==> src/rtl/uni_shift_reg_param.sv <==
// Parametrised universal shift register: shifts, rotates, arithmetic shift, load, clock enable.
// Define UNI_SHIFT_REG_CNT_SHIFT_EN to build the counted multi-bit shift engine (busy/done handshake).
module uni_shift_reg_param #(
    parameter int WIDTH = 8,
    parameter int CNT_W = 4
) (
    input  logic             clk,
    input  logic             reset_n,
    input  logic             en,
    input  logic [2:0]       mode,
    input  logic             serial_in_left,
    input  logic             serial_in_right,
    input  logic [WIDTH-1:0] parallel_in,
    input  logic             cnt_dir,
    input  logic [CNT_W-1:0] cnt_amt,
    output logic [WIDTH-1:0] q,
    output logic             serial_out_left,
    output logic             serial_out_right,
    output logic             busy,
    output logic             done
);

    typedef enum logic [2:0] {
        M_HOLD  = 3'b000,
        M_SHR   = 3'b001,
        M_SHL   = 3'b010,
        M_LOAD  = 3'b011,
        M_ROR   = 3'b100,
        M_ROL   = 3'b101,
        M_ASR   = 3'b110,
        M_COUNT = 3'b111
    } mode_t;

    // Result of every single-cycle mode; the counted-shift start code leaves q untouched.
    function automatic logic [WIDTH-1:0] single_op(
        input logic [2:0]       op,
        input logic [WIDTH-1:0] cur,
        input logic             sil,
        input logic             sir,
        input logic [WIDTH-1:0] pin
    );
        logic [WIDTH-1:0] res;
        res = cur;
        case (op)
            M_SHR:   res = {sir, cur[WIDTH-1:1]};
            M_SHL:   res = {cur[WIDTH-2:0], sil};
            M_LOAD:  res = pin;
            M_ROR:   res = {cur[0], cur[WIDTH-1:1]};
            M_ROL:   res = {cur[WIDTH-2:0], cur[WIDTH-1]};
            M_ASR:   res = {cur[WIDTH-1], cur[WIDTH-1:1]};
            default: res = cur;
        endcase
        return res;
    endfunction

    assign serial_out_left  = q[WIDTH-1];
    assign serial_out_right = q[0];

`ifdef UNI_SHIFT_REG_CNT_SHIFT_EN

    typedef enum logic {
        S_IDLE  = 1'b0,
        S_SHIFT = 1'b1
    } state_t;

    state_t           state, state_next;
    logic [CNT_W-1:0] remaining, remaining_next;
    logic             dir, dir_next;
    logic             done_next;
    logic [WIDTH-1:0] q_next;

    // NOTE: sequential state uses non-blocking assignments so every register sees pre-edge values.
    always_ff @(posedge clk or negedge reset_n) begin
        if (!reset_n) begin
            state     <= S_IDLE;
            remaining <= '0;
            dir       <= 1'b0;
            done      <= 1'b0;
            q         <= '0;
        end else begin
            state     <= state_next;
            remaining <= remaining_next;
            dir       <= dir_next;
            done      <= done_next;
            q         <= q_next;
        end
    end

    always_comb begin
        // NOTE: every output of this block gets a default first, so no latch can be inferred.
        state_next     = state;
        remaining_next = remaining;
        dir_next       = dir;
        done_next      = 1'b0;
        q_next         = q;
        if (en) begin
            case (state)
                S_IDLE: begin
                    if (mode == M_COUNT) begin
                        if (cnt_amt != '0) begin
                            state_next     = S_SHIFT;
                            remaining_next = cnt_amt;
                            dir_next       = cnt_dir;
                        end else begin
                            done_next = 1'b1;
                        end
                    end else begin
                        q_next = single_op(mode, q, serial_in_left, serial_in_right, parallel_in);
                    end
                end
                S_SHIFT: begin
                    q_next         = dir ? {q[WIDTH-2:0], serial_in_left}
                                         : {serial_in_right, q[WIDTH-1:1]};
                    remaining_next = remaining - CNT_W'(1);
                    // The edge consuming the last count already frees the engine for a new command.
                    if (remaining == CNT_W'(1)) begin
                        state_next = S_IDLE;
                        done_next  = 1'b1;
                    end
                end
                default: state_next = S_IDLE;
            endcase
        end
    end

    always_comb begin
        busy = (state == S_SHIFT);
    end

`else

    always_ff @(posedge clk or negedge reset_n) begin
        if (!reset_n) begin
            q <= '0;
        end else if (en) begin
            q <= single_op(mode, q, serial_in_left, serial_in_right, parallel_in);
        end
    end

    assign busy = 1'b0;
    assign done = 1'b0;

    logic unused_cnt;
    assign unused_cnt = ^{cnt_dir, cnt_amt};

`endif

endmodule

==> config.mk <==
export PLATFORM = sky130hd
export DESIGN_NAME = uni_shift_reg_param
export DESIGN_NICKNAME = d
export VERILOG_FILES = /design/src/rtl/uni_shift_reg_param.sv
export SDC_FILE = /design/constraint.sdc
export NUM_CORES = 1
export LEC_CHECK = 0
export ABC_AREA = 1
export CORE_MARGIN = 4
export CORE_UTILIZATION = 44
export CTS_BUF_LIST = sky130_fd_sc_hd__clkbuf_4
export DETAILED_ROUTE_END_ITERATION = 8
export PLACE_DENSITY = 0.86
export SETUP_SLACK_MARGIN = 0.1
export SYNTH_ARGS = -nofsm -noshare
export SYNTH_HDL_FRONTEND = slang
export SYNTH_SLANG_ARGS = --single-unit
export TNS_END_PERCENT = 1
==> constraint.sdc <==
create_clock -name clk -period 1.52 [get_ports clk]
set_input_delay 0.228 -clock clk [delete_from_list [all_inputs] [get_ports clk]]
set_output_delay 0.228 -clock clk [all_outputs]
set_load 0.01 [all_outputs]
* Word-level counts from Yosys, hierarchy flattened
Cells that the tools add are included.
Storage, ports and cells: flip-flop bits (word level) 8, input port bits 21, output and inout port bits 12
Operators by class: equal/unequal tests 6, multiplexer cells 1, bitwise operators 1, reductions and logical operators 4
Operators with widths (count):
- 8-bit case mux with 6 select lines | 1
- 3-bit equality test, second input constant | 3
- 3-bit by 2-bit equality test with 1-bit output, second input constant | 2
- 6-bit nonzero test | 1
- 5-bit nonzero test | 1
- 3-bit by 1-bit equality test with 1-bit output, second input constant | 1
- 3-bit AND reduction | 1
- 2-bit AND reduction | 1
- 1-bit NOT | 1

* Longest topological paths before layout
Gate-level depths: netlist (run 1).
depth after elaboration 3, depth in mapped cells 9

* Worst setup path before layout (run 1)
OpenSTA, ideal clock, no wires.
kind input to register, start input mode[2], end register q[4], setup time 117 ps, arrival time 951 ps, data required time 1403 ps, slack 452 ps, stages on the path 8, cell sequence buf_6 inv_2 o21ai_2 a21oi_4 buf_6 nand2_2 nor2_2 nor2_1
Between the ends: cells in the longest elaborated chain, start to end 3, elaborated cells between the ends (all ways) 9
RTL lines:
- from (decl) | line 10 | input logic [2:0] mode,
- 3-bit equality test (tied with other cells) | line 44 | case (op)
- 6-bit nonzero test (no line)
- 2-bit AND reduction (no line)
- to (signal assigned) | line 136 | q <= single_op(mode, q, serial_in_left, serial_in_right, parallel_in);
- to (decl) | line 16 | output logic [WIDTH-1:0] q,
Parallel ways exist; a longest one is shown, timed or not. A chain may end at the register's enable or synchronous reset.

* Final worst setup path (run 1)
start register q[7], end output q[7]
No word-level cell between the ends.

==> results.py, run 1 <==
metrics = {
    "timing": {
        "setup_violations": 0,
        "final.hold.worst_slack_ps": 250.8,
        "timing.final.max_slew_violations": 0,
        "fin_crit_ps": 1447,
        "max_freq_mhz": 691.1,
        "clock-skew-final_ps": 6.795,
        "rsz0062_at_grt": "yes",
        "timing.final.crit_share": 0.9520,
        "fin_setup_tns_ps": 0,
        "final_hold_viol_count": 0,
    },
    "route": {
        "drt-total-wl_um": 1739,
        "remaining_drc_errors": 0,
        "first_pass_iters": 4,
        "drt_iter0_drc": 20,
        "drtAntennaViolNets": 0,
        "detail_route.vias_per_cell": 4.855,
        "wl_per_cell_um": 11.44,
        "vias": 738,
    },
    "layout": {
        "flip_flop_count_of_the_largest_register_all_copies_and_words_added": 8,
        "finish.cell_count_without_fillers": 152,
        "area_growth_synth_to_finish_pct": 51.05,
        "post-route-cell-area_um2": 992.2,
        "layout.cells.most_common": "sky130_fd_sc_hd__nand2_1",
        "top_regs": "q (8)",
        "drive_gt1_frac": 0.1971,
        "most-common-layout-cells": "44 x sky130_fd_sc_hd__nand2_1, 23 x sky130_fd_sc_hd__clkdlybuf4s50_1, 20 x sky130_fd_sc_hd__nor2_1, 9 x sky130_fd_sc_hd__buf_4, 8 x sky130_fd_sc_hd__dfrtp_1",
        "n_antenna_cell": 0,
        "top_reg_by_flops": "q",
        "finalNetCount": 160,
    },
    "power": {
        "leakagePower_nw": 0.5111,
        "switchingPower_mw": 0.3099,
        "portion_of_total_power_attributed_to_sequential_cells": 0.353,
        "internal_power_mw": 0.5780,
        "power_frac_clock": 0.184,
        "share_comb_of_total_power": 0.462,
        "netSwitchingFraction": 0.3490,
        "power_density_nw_per_um2": 894.8,
        "power.ir.vdd_worst_mv": 0.5541,
        "post-layout-total-power_mw": 0.8878,
    },
    "critical_path": {
        "regToRegSetupSlack_ps": 540,
        "worstReg2RegStart": "q[0]",
        "crit_path_max_fanout": 4,
        "slowest_delay_ps": 560,
        "crit_path_start_kind": "flop",
        "end_kind": "primary output",
        "timing_worst_setup_path_type": "reg -> out",
        "worst-endpoint-arrival_ps": 1220,
        "crit_required_ps": 1290,
        "slowest_cell_on_crit_path": "sky130_fd_sc_hd__clkdlybuf4s50_1",
        "r2r-end": "q[7]",
        "cp_top_family": "buffers and inverters",
        "worst-path-buf-inv": 1,
        "reg2reg_depth": 7,
        "cp_cell_sequence": "clkdlybuf4s50_1",
        "critical_path.startpoint": "q[7]",
    },
    "floorplan": {
        "io_pins": 33,
        "coreArea_um2": 1350,
        "initial_standard_cell_utilization_of_the_core": 0.4866,
        "chipWidth_um": 46.64,
        "std_cell_rows": 13,
        "vertical_die_dimension_um": 46.64,
        "die_area_um2": 2175,
    },
    "clock_tree": {
        "cts_htree_levels": 1,
        "clock_path_buffers": 2,
        "clkSlewWorstSetupHoldPaths_ps": 60,
        "clock-root-buffer": "sky130_fd_sc_hd__clkbuf_4",
        "insertion_delay_ps": 250,
        "cts_sinks": 8,
        "numCtsBuffers": 3,
        "tritoncts": "done",
    },
    "status": {
        "status": "completed",
    },
    "logic_synthesis": {
        "avgSynthCellArea_um2": 6.316,
        "synth_cell_types": 16,
        "ys_ff_latch": 8,
        "synth_sequential_area_ratio": 0.3048,
        "postSynthCellCount": 104,
        "synth_warnings": 0,
        "netlist_area_um2": 656.9,
    },
    "global_route": {
        "number_of_global_route_vias_before_repair": 703,
        "total_overflow_reported_by_the_global_router": 0,
        "grt_first_pass_wirelength_um": 2801,
        "grt.total_usage": 0.1844,
        "largest_net_degree_at_the_start_of_global_routing": 15,
        "grt_antenna_before_repair": 0,
    },
    "placement": {
        "postPlaceCellArea_um2": 949.7,
        "detailedPlacementHpwl_um": 1297,
        "port_buffers": 25,
        "place.detailed.instances": 147,
        "gp_congestion": 0.8479,
    },
    "hold_path": {
        "worst_hold_check_path_type": "in -> async",
    },
    "run": {
        "maxCapViolations": 0,
    },
}
per-layer routing:
metal  part of all wire  global-route usage  vias up
li1                   -                   -      378
met1               0.42              0.2109      327
met2               0.50              0.3269       29
met3              0.065             0.02344        4
met4             0.0081             0.09945        0
met5                  0                   0        -
logic make-up (layout without fill, tap and decap cells):
| family | Yosys count | in the layout | synth area share |
|---|---|---|---|
| AO/OA/AOI/OAI | 2 | 2 | 0.03810 |
| buffers and inverters | 11 | 43 | 0.1086 |
| flip-flops | 8 | 8 | 0.3048 |
| other | 1 | 2 | 0.005709 |
| AND/OR/NAND/NOR | 82 | 82 | 0.5428 |
worst register-to-register path: stages (launching register included):
cell and delay [ps]:
sky130_fd_sc_hd__dfrtp_1 390, sky130_fd_sc_hd__buf_4 150, sky130_fd_sc_hd__nand3_1 70, sky130_fd_sc_hd__nand2_1 50, sky130_fd_sc_hd__inv_1 50, sky130_fd_sc_hd__nand3_1 60, sky130_fd_sc_hd__nand2_1 60, sky130_fd_sc_hd__nand2_1 40
through the flow:
| stage | util | setup WS [ps] |
|---|---|---|
| global placement | 0.7034 | -103.0 |
| CTS | 0.7312 | 62.25 |
| detailed placement | 0.7034 | -161.3 |
| finish | 0.7349 | 72.95 |
| global route | 0.7349 | 41.25 |
| floorplan | - | 452.2 |
worst max path at each step:
stage                     endpoint  slack [ps]  depth (start not counted)
after floorplan               q[4]         450                          8
after global routing          q[7]          40                          1
after CTS                     q[7]          60                          1
after global placement        q[6]        -100                          8
final                         q[7]          70                          1
after detailed placement      q[4]        -160                          8
power by group through the flow:
stage | clock, mW | sequential [mW] | combinational [mW]
after CTS | 0.171 | 0.313 | 0.413
after global placement | 0 | 0.318 | 0.381
after detailed placement | 0 | 0.321 | 0.389
after global routing | 0.177 | 0.323 | 0.451
after floorplan | 0 | 0.336 | 0.175
final | 0.164 | 0.314 | 0.411
synth_stat cells:
| library cell | number | area, um^2 |
|---|---|---|
| sky130_fd_sc_hd__nand2_1 | 44 | 165.2 |
| sky130_fd_sc_hd__nor2_1 | 20 | 75.07 |
| sky130_fd_sc_hd__dfrtp_1 | 8 | 200.2 |
| sky130_fd_sc_hd__nand2_2 | 5 | 31.28 |
| sky130_fd_sc_hd__nand3_1 | 5 | 25.02 |
| sky130_fd_sc_hd__buf_4 | 4 | 30.03 |
| sky130_fd_sc_hd__inv_1 | 4 | 15.01 |
| sky130_fd_sc_hd__nor2_2 | 4 | 25.02 |
| sky130_fd_sc_hd__buf_6 | 2 | 22.52 |
| sky130_fd_sc_hd__nand4_1 | 2 | 12.51 |
| sky130_fd_sc_hd__a21oi_4 | 1 | 16.27 |
| sky130_fd_sc_hd__conb_1 | 1 | 3.750 |
| sky130_fd_sc_hd__inv_2 | 1 | 3.750 |
| sky130_fd_sc_hd__nand2_4 | 1 | 11.26 |
| sky130_fd_sc_hd__nor2_4 | 1 | 11.26 |
| sky130_fd_sc_hd__o21ai_2 | 1 | 8.760 |
layout make-up:
cell class,instances,area [um^2]
Multi-Input combinational cell,86,389.1
Fill cell,121,357.8
Timing Repair Buffer,35,342.8
Sequential cell,8,200.2
Clock buffer,3,22.52
Inverter,5,18.77
Tap cell,15,18.77
what timing repair did:
item / 4_1_cts / 5_1_grt
hold buffers: 0 / 0
gates resized for setup: 0 / 2
hold endpoints to repair: 0 / 0
setup endpoints to repair: 9 / 18
setup buffers: 2 / 0
No activity file was read; power rests on OpenSTA's default activity.
==> run 2, diff against run 1 <==
ABC_CLOCK_PERIOD_IN_PS = 1520   (was unset)
==> results of run 2 <==
The final DEF is identical to that of run 1; final timing and power are the same.
